[config.mk]
export PLATFORM = sky130hd
export DESIGN_NAME = ldtu_data_packer_flat
export DESIGN_NICKNAME = d
export VERILOG_FILES = /design/src/rtl/ldtu_pkg.sv /design/src/rtl/ldtu_data_packer_if.sv /design/src/rtl/ldtu_state_class.sv /design/src/rtl/ldtu_data_packer.sv /design/src/flat_wrapper.sv
export SDC_FILE = /design/constraint.sdc
export NUM_CORES = 1
export LEC_CHECK = 0
export ABC_AREA = 1
export CAP_MARGIN = 10
export CORE_ASPECT_RATIO = 0.8
export CORE_MARGIN = 1.5
export CORE_UTILIZATION = 43
export CTS_CLUSTER_SIZE = 8
export DETAILED_ROUTE_END_ITERATION = 10
export GPL_TIMING_DRIVEN = 1
export REMOVE_ABC_BUFFERS = 1
export SKIP_LAST_GASP = 1
export SYNTH_ARGS = -nofsm -noshare
export SYNTH_HDL_FRONTEND = slang
export SYNTH_SLANG_ARGS = --single-unit
[constraint.sdc]
create_clock -name CLK -period 2.3 [get_ports CLK]
set_input_delay 0.46 -clock CLK [delete_from_list [all_inputs] [get_ports CLK]]
set_output_delay 0.46 -clock CLK [all_outputs]
set_load 0.005 [all_outputs]
[src/rtl/ldtu_pkg.sv]
// Shared LiTe-DTU constants: encoder state classes, their code ranges,
// output word headers and the idle filler word.
package ldtu_pkg;

  typedef enum logic [2:0] {
    CL_IDLE = 3'd0,
    CL_BAS  = 3'd1,
    CL_SIG  = 3'd2,
    CL_BC0  = 3'd3,
    CL_HDR  = 3'd4
  } st_class_e;

  localparam int BW = 6;
  localparam int SW = 13;
  localparam int NB = 5;

  // Encoder state codes grouped by class
  localparam logic [4:0] BAS_LO_A = 5'd1;
  localparam logic [4:0] BAS_HI_A = 5'd5;
  localparam logic [4:0] BAS_LO_B = 5'd8;
  localparam logic [4:0] BAS_HI_B = 5'd12;
  localparam logic [4:0] SIG_A    = 5'd6;
  localparam logic [4:0] SIG_B    = 5'd7;
  localparam logic [4:0] SIG_C    = 5'd13;
  localparam logic [4:0] SIG_D    = 5'd14;
  localparam logic [4:0] BC0_LO   = 5'd15;
  localparam logic [4:0] BC0_HI   = 5'd19;
  localparam logic [4:0] BC0_A    = 5'd22;
  localparam logic [4:0] BC0_B    = 5'd24;
  localparam logic [4:0] HDR_A    = 5'd20;
  localparam logic [4:0] HDR_B    = 5'd21;
  localparam logic [4:0] HDR_C    = 5'd23;

  localparam logic [1:0]  HDR_BASE  = 2'b01;
  localparam logic [3:0]  HDR_PART  = 4'b1110;
  localparam logic [5:0]  HDR_SIG2  = 6'b001010;
  localparam logic [5:0]  HDR_SIG1  = 6'b001011;
  localparam logic [3:0]  HDR_HDR   = 4'b0101;
  localparam logic [31:0] IDLE_WORD = 32'hEAAAAAAA;

endpackage

[src/rtl/ldtu_data_packer_if.sv]
// Sample/state input bus and packed-word output bus of the data packer.
interface ldtu_data_packer_if;
  logic [4:0]  Current_state;
  logic        fallback;
  logic [12:0] sample_in;
  logic [31:0] data_out;
  logic        data_valid;
  logic        drop_err;

  modport master (
    output Current_state, fallback, sample_in,
    input  data_out, data_valid, drop_err
  );

  modport slave (
    input  Current_state, fallback, sample_in,
    output data_out, data_valid, drop_err
  );
endinterface

[src/rtl/ldtu_state_class.sv]
// Combinational decoder from the 5-bit encoder state to its packing class.
module ldtu_state_class
  import ldtu_pkg::*;
(
  input  logic [4:0] state,
  output st_class_e  cls
);

  always_comb begin
    cls = CL_IDLE;
    if ((state >= BAS_LO_A && state <= BAS_HI_A) ||
        (state >= BAS_LO_B && state <= BAS_HI_B))
      cls = CL_BAS;
    else if (state == SIG_A || state == SIG_B || state == SIG_C || state == SIG_D)
      cls = CL_SIG;
    else if ((state >= BC0_LO && state <= BC0_HI) || state == BC0_A || state == BC0_B)
      cls = CL_BC0;
    else if (state == HDR_A || state == HDR_B || state == HDR_C)
      cls = CL_HDR;
  end

endmodule

[src/rtl/ldtu_data_packer.sv]
// LiTe-DTU packer: baseline/signal samples into 32-bit words, one cycle latency.
// Define LDTU_PACKER_IDLE_WORD_EN to drive the idle word on non-valid cycles.
module ldtu_data_packer
  import ldtu_pkg::*;
(
  input  logic                 CLK,
  input  logic                 rst_b,
  ldtu_data_packer_if.slave    bus
);

  st_class_e cls;

  logic [NB-1:0][BW-1:0] bbuf_q, bbuf_d;
  logic [1:0][SW-1:0]    sbuf_q, sbuf_d;
  logic [2:0]            bcnt_q, bcnt_d;
  logic [1:0]            scnt_q, scnt_d;
  logic [15:0]           hdr_cnt_q, hdr_cnt_d;
  logic [31:0]           data_out_q, data_out_d;
  logic                  data_valid_q, data_valid_d;
  logic                  drop_err_q, drop_err_d;

  logic                  emit, clr;
  logic [31:0]           word;
  logic [3:0][BW-1:0]    part;
  logic [31:0]           w_single, w_part;

  ldtu_state_class u_class (
    .state (bus.Current_state),
    .cls   (cls)
  );

  always_comb begin
    for (int i = 0; i < 4; i++)
      part[i] = (i < int'(bcnt_q)) ? bbuf_q[i] : '0;
    w_single = {HDR_SIG1, 13'h0, sbuf_q[0]};
    w_part   = {HDR_PART, {1'b0, bcnt_q}, part};
  end

  always_comb begin
    bbuf_d     = bbuf_q;
    sbuf_d     = sbuf_q;
    bcnt_d     = bcnt_q;
    scnt_d     = scnt_q;
    hdr_cnt_d  = hdr_cnt_q;
    drop_err_d = drop_err_q;
    emit       = 1'b0;
    clr        = 1'b0;
    word       = '0;

    if (bus.fallback) begin
      clr = 1'b1;
    end else begin
      case (cls)
        // Only one buffer can be occupied, so a flush and a completion never collide.
        CL_BAS: begin
          if (scnt_q == 2'd1) begin
            emit   = 1'b1;
            word   = w_single;
            scnt_d = '0;
            sbuf_d = '0;
          end
          if (bcnt_q == 3'(NB - 1)) begin
            emit   = 1'b1;
            word   = {HDR_BASE, bus.sample_in[BW-1:0], bbuf_q[3], bbuf_q[2], bbuf_q[1], bbuf_q[0]};
            bcnt_d = '0;
            bbuf_d = '0;
          end else begin
            bbuf_d[bcnt_q] = bus.sample_in[BW-1:0];
            bcnt_d         = bcnt_q + 3'd1;
          end
        end
        CL_SIG: begin
          if (bcnt_q != '0) begin
            emit   = 1'b1;
            word   = w_part;
            bcnt_d = '0;
            bbuf_d = '0;
          end
          if (scnt_q == 2'd1) begin
            emit   = 1'b1;
            word   = {HDR_SIG2, bus.sample_in, sbuf_q[0]};
            scnt_d = '0;
            sbuf_d = '0;
          end else begin
            sbuf_d[scnt_q[0]] = bus.sample_in;
            scnt_d            = scnt_q + 2'd1;
          end
        end
        CL_BC0: begin
          clr = 1'b1;
          if (scnt_q == 2'd1) begin
            emit = 1'b1;
            word = w_single;
          end else if (bcnt_q != '0) begin
            emit = 1'b1;
            word = w_part;
          end
        end
        CL_HDR: begin
          clr       = 1'b1;
          emit      = 1'b1;
          word      = {HDR_HDR, 12'h000, hdr_cnt_q};
          hdr_cnt_d = hdr_cnt_q + 16'd1;
          if (bcnt_q != '0 || scnt_q != '0) drop_err_d = 1'b1;
        end
        default: clr = 1'b1;
      endcase
    end

    if (clr) begin
      bcnt_d = '0;
      scnt_d = '0;
      bbuf_d = '0;
      sbuf_d = '0;
    end

    data_valid_d = emit;
`ifdef LDTU_PACKER_IDLE_WORD_EN
    data_out_d = emit ? word : IDLE_WORD;
`else
    data_out_d = emit ? word : data_out_q;
`endif
  end

  always_ff @(posedge CLK) begin
    if (!rst_b) begin
      bbuf_q       <= '0;
      sbuf_q       <= '0;
      bcnt_q       <= '0;
      scnt_q       <= '0;
      hdr_cnt_q    <= '0;
      data_out_q   <= '0;
      data_valid_q <= 1'b0;
      drop_err_q   <= 1'b0;
    end else begin
      bbuf_q       <= bbuf_d;
      sbuf_q       <= sbuf_d;
      bcnt_q       <= bcnt_d;
      scnt_q       <= scnt_d;
      hdr_cnt_q    <= hdr_cnt_d;
      data_out_q   <= data_out_d;
      data_valid_q <= data_valid_d;
      drop_err_q   <= drop_err_d;
    end
  end

  assign bus.data_out   = data_out_q;
  assign bus.data_valid = data_valid_q;
  assign bus.drop_err   = drop_err_q;

endmodule

[src/flat_wrapper.sv]
// flat-port wrapper written by rule: the top's interface ports become plain ports
module ldtu_data_packer_flat import ldtu_pkg::*;
  (CLK, rst_b, bus_Current_state, bus_fallback, bus_sample_in, bus_data_out, bus_data_valid, bus_drop_err);
  ldtu_data_packer_if bus_i ();
  input  logic CLK;
  input  logic rst_b;
  input wire logic [$bits(bus_i.Current_state)-1:0] bus_Current_state;
  input wire logic [$bits(bus_i.fallback)-1:0] bus_fallback;
  input wire logic [$bits(bus_i.sample_in)-1:0] bus_sample_in;
  output wire logic [$bits(bus_i.data_out)-1:0] bus_data_out;
  output wire logic [$bits(bus_i.data_valid)-1:0] bus_data_valid;
  output wire logic [$bits(bus_i.drop_err)-1:0] bus_drop_err;
  assign bus_i.Current_state = bus_Current_state;
  assign bus_i.fallback = bus_fallback;
  assign bus_i.sample_in = bus_sample_in;
  assign bus_data_out = bus_i.data_out;
  assign bus_data_valid = bus_i.data_valid;
  assign bus_drop_err = bus_i.drop_err;
  ldtu_data_packer u_core (.CLK(CLK), .rst_b(rst_b), .bus(bus_i));
endmodule
==> qor.yml, run 1 <==
outcome: "completed"
clk_path_buf_depth: 2
postCtsHoldBufs: 0
hp-class: "reg2reg"
tritoncts: "yes"
gr-total-overflow: 0
reg2regPathDepth: 9
vias: 5792
rows: 36
leakagePower_nw: 2.67
syn_to_final_growth_pct: 23.2
timing.rr.end: "u_core.bbuf_q[15]"
syn-cell-area_sq_mm: 0.00529
hold_start: "u_core.sbuf_q[12]"
htreeDepth: 3
path_delay_family: "simple AND/OR/NAND/NOR gates"
hpwl_mm: 12.6
cp_max_fo: 17
crit_arrival_ns: 2.37
first_pass_iters: 7
cp.buffers_inverters: 3
post-route-min-period_ns: 2.15
synthMuxAreaShare: 0
io_pins: 55
layout_common_cells: "nand2_1 (210), dfxtp_1 (92), a21oi_1 (89)"
finalWirelength_mm: 16.6
grt_pass1_vias: 5324
drtIter0Drc: 505
pre_cts_ws_ns: -0.140
start_util: 0.438
synth_top_family_by_area: "simple AND/OR/NAND/NOR gates"
power_density_mw_per_mm2: 541
hold_depth: 2
synthArstFlopShare: 0
fin_area_sq_mm: 0.00651
die_width_um: 127
top_layer: "met4"
r2r_start: "u_core.bcnt_q[0]"
fmax_mhz: 465
endpoint_kind: "flip-flop"
syn_inst: 840
ys_types: 32
slew_headroom: 0.673
n_antenna_cell: 0
required_ns: 2.52
ir_worst_vdd_v: 0.000393
rsz0062_at_grt: "yes"
ys_warn_count: 0
portBuffers: 54
critical-path-top-cell-by-count: "inv_1"
cap_viol_max_count: 0
cts.sinks: 92
cts_setup_buffers: 0
gp_congestion: 0.896
met3_length_mm: 1.07
core_sq_mm: 0.0121
clkLatencyLatePin_ns: 0.34
grt_pass1_wl_mm: 26.9
timing_worst_setup_path_type: "reg2reg"
dieArea_sq_mm: 0.0130
synth_edf_count: 0
max_stage_delay_ns: 0.44
final_common_cell: "nand2_1"
drc: 0
min_to: "u_core.sbuf_q[12]"
start_kind: "flip-flop"
reg2reg_setup_slack_ns: 0.15
finalMaxSlewViolations: 0
wl_met2_mm: 7.29
synthAdderAreaFrac: 0.00710
synth_area_per_cell_sq_um: 6.29
synth_xor_xnor_area_share: 0.00331
synth_ff_type: "dfxtp_1"
place_area_sq_mm: 0.00620
ys_ff_latch: 92
synth_compound_area_frac: 0.195
crit_chain: "inv_1 > ha_1 > nand2_2 > inv_1 > o21ai_4 > buf_12 > nand3_1 > nand2_1 > a21oi_1"
post_drt_wl_per_cell_um: 15.6
drive_gt1_frac: 0.102
cts-root-buf: "clkbuf_16"
synthSimpleGateAreaFrac: 0.336
skew_ns: 0.00537
final_nets: 932
final_antenna_net_count: 0
hold_viol: 0
slowest_stage: "dfxtp_1"
track_usage: 0.265
post-route-period-util: 0.936
clk_pin_slew_ns: 0.07
met1_length_mm: 8.07
grt_max_degree: 36
antenna_found_initial: 0
worstMarginPinSlew_ns: 0.488
yosysSeqAreaShare: 0.348
setup_viol: 0
die_h_um: 102
viasPerCell: 5.44
cts_buffers: 9
fin_ws_ns: 0.148
sequential cells by signal (all words and copies together), names as in the netlist:
signal,flops
u_core.bus.data_out,32
u_core.bbuf_q,24
u_core.hdr_cnt_q,16
u_core.sbuf_q,13
u_core.bcnt_q,3
u_core.scnt_q,2
u_core.bus.data_valid,1
u_core.bus.drop_err,1
report_power, final:
part | switching [mW] | internal (mW)
Sequential | 0.00757 | 1.61
Clock | 0.626 | 0.899
Combinational | 0.238 | 0.148
synth_stat cells, types with 5 or more instances:
cell type	number	area [sq um]
nand2_1	211	792
o211ai_1	13	97.6
o21ai_0	60	300
nor3_1	10	50.1
buf_2	17	85.1
dfxtp_1	92	1840
o21ai_1	11	55.1
inv_1	81	304
o22ai_1	9	56.3
nor2_1	82	308
inv_2	7	26.3
nand3_2	5	50.1
nand3_1	64	320
a21oi_1	89	445
nand4_1	26	163
clkbuf_1	25	93.8
nand2_2	6	37.5
worst reg2reg max path: cells and delay by family (launching register included):
kind | cells | cell delay, ns
AO/OA/AOI/OAI | 2 | 0.33
AND/OR/NAND/NOR | 3 | 0.51
adder cells (fa/ha/maj) | 1 | 0.28
buffers and inverters | 3 | 0.49
flip-flops | 1 | 0.44
metal layers:
| metal | GRT usage | vias up |
|---|---|---|
| met5 | 0 | - |
| met2 | 0.431 | 182 |
| met3 | 0.0403 | 16 |
| met1 | 0.374 | 2690 |
| met4 | 0.0586 | 0 |
| li1 | - | 2904 |
through the flow:
step                      utilization  TNS (ns)  cells  hold WS [ns]  power, mW
after CTS                       0.539         0   1064         0.451       3.55
after detailed placement        0.513     -2.72   1049         0.441       2.03
after floorplan                     -    -12.17    791         0.426       1.82
after global placement          0.513    -0.810   1049         0.440       2.02
final                           0.539         0   1064         0.447       3.52
after global routing            0.539   -0.0119   1064         0.468       3.65
worst max-delay path by stage:
| stage | start | to | slack [ns] | depth (start not counted) |
|---|---|---|---|---|
| floorplan | bus_fallback | u_core.sbuf_q[0] | -0.50 | 5 |
| global placement | bus_Current_state[2] | u_core.bbuf_q[23] | -0.05 | 11 |
| detailed placement | bus_Current_state[2] | u_core.bbuf_q[14] | -0.14 | 11 |
| CTS | u_core.bcnt_q[0] | u_core.bbuf_q[14] | 0.05 | 9 |
| finish | u_core.bcnt_q[0] | u_core.bbuf_q[15] | 0.15 | 9 |
| global route | u_core.bcnt_q[0] | u_core.bus.data_out[5] | -0.01 | 13 |
cells by family (layout without fill, tap and decap cells):
kind of cell	count (synthesis)	count (layout)
AND/OR/NAND/NOR	412	412
AO/OA/AOI/OAI	192	192
buffers and inverters	139	211
flip-flops	92	92
adder cells (fa/ha/maj)	3	3
XOR/XNOR	2	2
area by class of cell:
| type | instances | area, sq um |
|---|---|---|
| Timing Repair Buffer | 106 | 968 |
| Clock inverter | 3 | 46.3 |
| Sequential cell | 92 | 1840 |
| Tap cell | 152 | 190 |
| Inverter | 90 | 338 |
| Fill cell | 1244 | 5560 |
| Multi-Input combinational cell | 609 | 2870 |
| Clock buffer | 12 | 256 |
repair_timing:
item,4_1_cts,5_1_grt
setup endpoints to repair,0,27
resized for setup,0,3
hold endpoints to repair,0,0
No activity file was read; power rests on OpenSTA's default activity.
==> run 2: changes to the inputs <==
CTS_CLUSTER_SIZE = not set   (was 8)
TNS_END_PERCENT = 50   (was not set)
==> results of run 2 <==
Final layout, timing and power as in run 1 (identical DEF).
